## src/rtl/prbs_pkg.sv

```systemverilog
// Shared types and helpers for the PRBS checker.
// Optional feature macro used by the checker: PRBS_CHK_BIT_COUNT_EN.
package prbs_pkg;

    typedef enum logic {
        SEARCH = 1'b0,
        LOCKED = 1'b1
    } state_e;

    localparam int         DEFAULT_N    = 3;
    localparam logic [3:0] DEFAULT_TAPS = 4'b1011;

    // Increment that sticks at the all-ones value of a width-bit counter.
    function automatic logic [31:0] sat_inc(input logic [31:0] val, input int width);
        logic [31:0] max_v;
        max_v = (width >= 32) ? 32'hffff_ffff : ((32'd1 << width) - 32'd1);
        return (val >= max_v) ? max_v : (val + 32'd1);
    endfunction

endpackage

```

## src/rtl/prbs_predictor.sv

```systemverilog
// History shift register and tap-XOR predictor for the PRBS checker.
// Shifts in either the received bit (while searching) or its own prediction (while locked).
module prbs_predictor
    import prbs_pkg::*;
#(
    parameter int         N    = DEFAULT_N,
    parameter logic [N:0] TAPS = DEFAULT_TAPS
) (
    input  logic clk,
    input  logic reset,
    input  logic shift_en,
    input  logic sel_pred,
    input  logic in_bit,
    output logic pred,
    output logic hist_zero
);

    logic [N:0] hist_q;
    logic [N:0] hist_d;

    assign pred      = ^(hist_q & TAPS);
    assign hist_zero = (hist_q == '0);

    always_comb begin
        hist_d = hist_q;
        if (shift_en) begin
            hist_d = {hist_q[N-1:0], (sel_pred ? pred : in_bit)};
        end
    end

    always_ff @(posedge clk) begin
        if (reset) begin
            hist_q <= '0;
        end else begin
            hist_q <= hist_d;
        end
    end

endmodule

```

## config.mk

```make
export PLATFORM = sky130hd
export DESIGN_NAME = prbs_predictor
export DESIGN_NICKNAME = d
export VERILOG_FILES = /design/src/rtl/prbs_pkg.sv /design/src/rtl/prbs_predictor.sv
export SDC_FILE = /design/constraint.sdc
export NUM_CORES = 1
export LEC_CHECK = 0
export CORE_AREA = 2 2 39 41
export DETAILED_ROUTE_END_ITERATION = 8
export DIE_AREA = 0 0 41 43
export PLACE_DENSITY_LB_ADDON = 0.05
export SLEW_MARGIN = 20
export SYNTH_ARGS = -nofsm -noshare
export SYNTH_HDL_FRONTEND = slang
export SYNTH_SLANG_ARGS = --single-unit
```

## constraint.sdc

```tcl
create_clock -name clk -period 2.34 [get_ports clk]
set_input_delay 0.702 -clock clk [delete_from_list [all_inputs] [get_ports clk]]
set_output_delay 0.702 -clock clk [all_outputs]
set_load 0.01 [all_outputs]
```

Word-level counts from Yosys, hierarchy flattened. Index checks and enable logic that the tools add are counted.

Output and inout port bits: 2. Register bits after elaboration: 4. Word-level logic and storage cells: 4.

Multiplexer cells: 1. Reduce and logical (&&, ||, !) cells: 2.

Operators with widths (count): $logic_not 4->1 (1); $reduce_xor 4->1 (1); $mux 1 (1).

Logic depth before layout (Yosys ltp).
Depth in word-level cells: 2. Mapped depth: 4. Depth with buffers taken out: 4.

Least setup slack after synthesis. No wires, ideal clock.

Kind: register to output. From: register hist_q[0]. To: output port pred. Setup slack: 741 ps. Cell stages (with the launch flop): 4. Arrival time: 897 ps. Path through: dfxtp_1 inv_1 ha_1 xor2_1.

Longest elaborated chain between the ends: 1.

RTL lines: start: declaration (RTL line prbs_predictor.sv:18) `logic [N:0] hist_q;`; start signal: assignment (RTL line prbs_predictor.sv:35) `hist_q <= hist_d;`; $reduce_xor 4->1 (RTL line prbs_predictor.sv:21) `assign pred = ^(hist_q & TAPS);`; end: declaration (RTL line prbs_predictor.sv:14) `output logic pred,`.

Every way passes these cells.

Final worst setup path.
From: register hist_q[0]. To: output port hist_zero.

Longest elaborated chain between the ends: 1.

RTL lines: $logic_not 4->1 (RTL line prbs_predictor.sv:22) `assign hist_zero = (hist_q == '0);`; end: declaration (RTL line prbs_predictor.sv:15) `output logic hist_zero`.

Every way passes these cells.

==> flow_summary.yaml <==
synth:
  yosysSeqAreaShare_pct: 39.51
  ys_ff_latch: 4
  ys.warnings.count: 0
  synth_area_um2: 202.7
  syn-instance-count: 20
  synthDistinctLibCells: 11
  syn_avg_cell_area_um2: 10.13
  synth.net_count: 26
global_routing:
  grt_pass1_vias: 184
  antenna_found_initial: 0
  grt_util_all_layers_pct: 6.727
  grt_pass1_wl_um: 731
  gr-total-overflow: 0
  grt_max_degree: 7
sta:
  fin_crit_sh_pct: 92.05
  setup_violations: 0
  tns_ps: 0
  hold_viol_final: 0
  fin_worst_skew_ps: 1.315
  rsz0062_at_grt: "false"
  slew_headroom_pct: 81.77
  period_needed_ps: 2154
  fmax_ghz: 0.4643
  slew_viol_final: 0
  tightest_slew_ps: 272.6
floorplanning:
  core_area_um2: 1384
  die_x_um: 41
  die-area_um2: 1763
  num_rows: 14
  pin_count: 7
  die-height_um: 43
  start_util_pct: 14.65
detailed_routing:
  drtPass1Iterations: 2
  vias_per_cell: 3.682
  wire_per_inst_um: 8.909
  vias: 162
  drc_errors: 0
  drt-initial-drc-count: 2
  ant_nets: 0
  wl_um: 392
finish:
  fin_nets: 36
  drive_gt1_share_pct: 10.71
  top_register: "hist_q"
  fin_util_pct: 21.43
  area.growth.synth_to_final_pct: 46.30
  biggestRegsByFlops: "hist_q: 4 flops"
  layout_common_cells: "clkdlybuf4s50_1, dfxtp_1, mux2i_1, nor2_1, clkbuf_4"
  final_common_cell: "clkdlybuf4s50_1"
  n_antenna_cell: 0
  largest_reg_flops: 4
  nFillCells: 163
power_and_ir_drop:
  p_leak_nw: 0.1393
  power_density_nw_per_um2: 606.3
  ir_drop_uv: 146.3
flow_run:
  maxCapViolCount: 0
clock_tree:
  postCtsSetupBuffers: 0
  cts_tree: "built"
  clock-sinks: 4
  ctsHoldBuffers: 0
  insertion_delay_ps: 230
  h-tree-depth: 1
  clockBufferDepth: 2
  cts_root_buf: "clkbuf_4"
  cts_buffers: 3
  postCtsResizedCells: 1
  clkTransAtPathRegs_ps: 40
setup_path:
  critPathKind: "flip-flop to output pin"
  crit_family: "buffers and inverters"
  worstSetupStartpointType: "flip-flop"
  critical_path.max_stage_delay_ps: 560
  worst_path_max_delay_cell: "clkdlybuf4s50_1"
  worstPathMaxFanout: 3
  path_buf_inv: 2
  end_kind: "output pin"
  cp.arrival_ps: 1450
  critical_path_required_ps: 1640
  crit_chain: "inv_1, ha_1, nor3b_1, clkdlybuf4s50_1"
placement:
  portBuffers: 6
  place_congestion: 0.5928
hold_path:
  holdCritPathClass: "flip-flop to flip-flop"
outcome:
  status: "completed"
==> through the flow <==
step | hold slack [ps] | power, mW | instance area, um^2 | setup slack, ps | std cells
after floorplan | 478.2 | 0.08547 | 202.7 | 740.7 | 20
after global placement | 523.6 | 0.1001 | 275.3 | 182.1 | 41
after detailed placement | 521.1 | 0.1001 | 275.3 | 172.8 | 41
after CTS | 529.3 | 0.1851 | 296.5 | 168.4 | 44
after global routing | 559.4 | 0.1951 | 296.5 | 38.21 | 44
final | 516.4 | 0.1798 | 296.5 | 186.0 | 44
==> power by group <==
group          internal, mW  switching [mW]
clock                0.0572          0.0251
sequential           0.0704         0.00123
combinational        0.0159         0.00999
==> worst min-delay path: stages (launching register included) <==
cell,delay (ps)
dfxtp_1,330
mux2i_1,80
nor2_1,70
==> synth_stat cells <==
master	number	area [um^2]
xor2_1	1	8.760
dfxtp_1	4	80.08
nor3b_1	2	15.01
ha_1	1	12.51
nor2_1	3	11.26
and3b_1	1	8.760
mux2i_1	3	30.03
buf_4	1	7.510
a211o_1	1	8.760
inv_1	2	7.510
and4bb_1	1	12.51
==> final cells by class <==
class / instances / area, um^2 / share of cell area, %
Timing Repair Buffer: 6 / 58.81 / 19.83
Inverter: 2 / 7.507 / 2.532
Tap cell: 16 / 20.02 / 6.751
Clock buffer: 3 / 22.52 / 7.595
Sequential cell: 4 / 80.08 / 27.00
Multi-Input combinational cell: 13 / 107.6 / 36.29
==> metal layers <==
layer | routed length, um | vias to the layer above | part of all wire, % | GRT usage, %
met5 | 0 | - | 0 | 0
met4 | 5 | 0 | 1.3 | 8.000
met3 | 33 | 2 | 8.4 | 3.141
met2 | 180 | 4 | 46 | 8.438
met1 | 173 | 71 | 44 | 7.074
li1 | - | 85 | - | -
==> path summary, 6_finish.rpt <==
| kind | cells past startpoint | slack, ps | endpoint | startpoint |
|---|---|---|---|---|
| setup / recovery | 4 | 190 | hist_zero | hist_q[0] |
| hold / removal | 2 | 520 | hist_q[1] | hist_q[0] |
| setup reg to reg | 4 | 1130 | hist_q[0] | hist_q[0] |
| hold reg to reg | 2 | 520 | hist_q[1] | hist_q[0] |
==> cell families after synthesis <==
family                     count (synthesis)  synth area share [%]
and+or+nand+nor                            7                 23.45
muxes                                      3                 14.82
buffers and inverters                      3                 7.410
DFF                                        4                 39.51
xor gates and xnor gates                   1                 4.322
AOI/OAI and AO/OA                          1                 4.322
adders and majority gates                  1                 6.172
No activity file was read; power rests on OpenSTA's default activity.
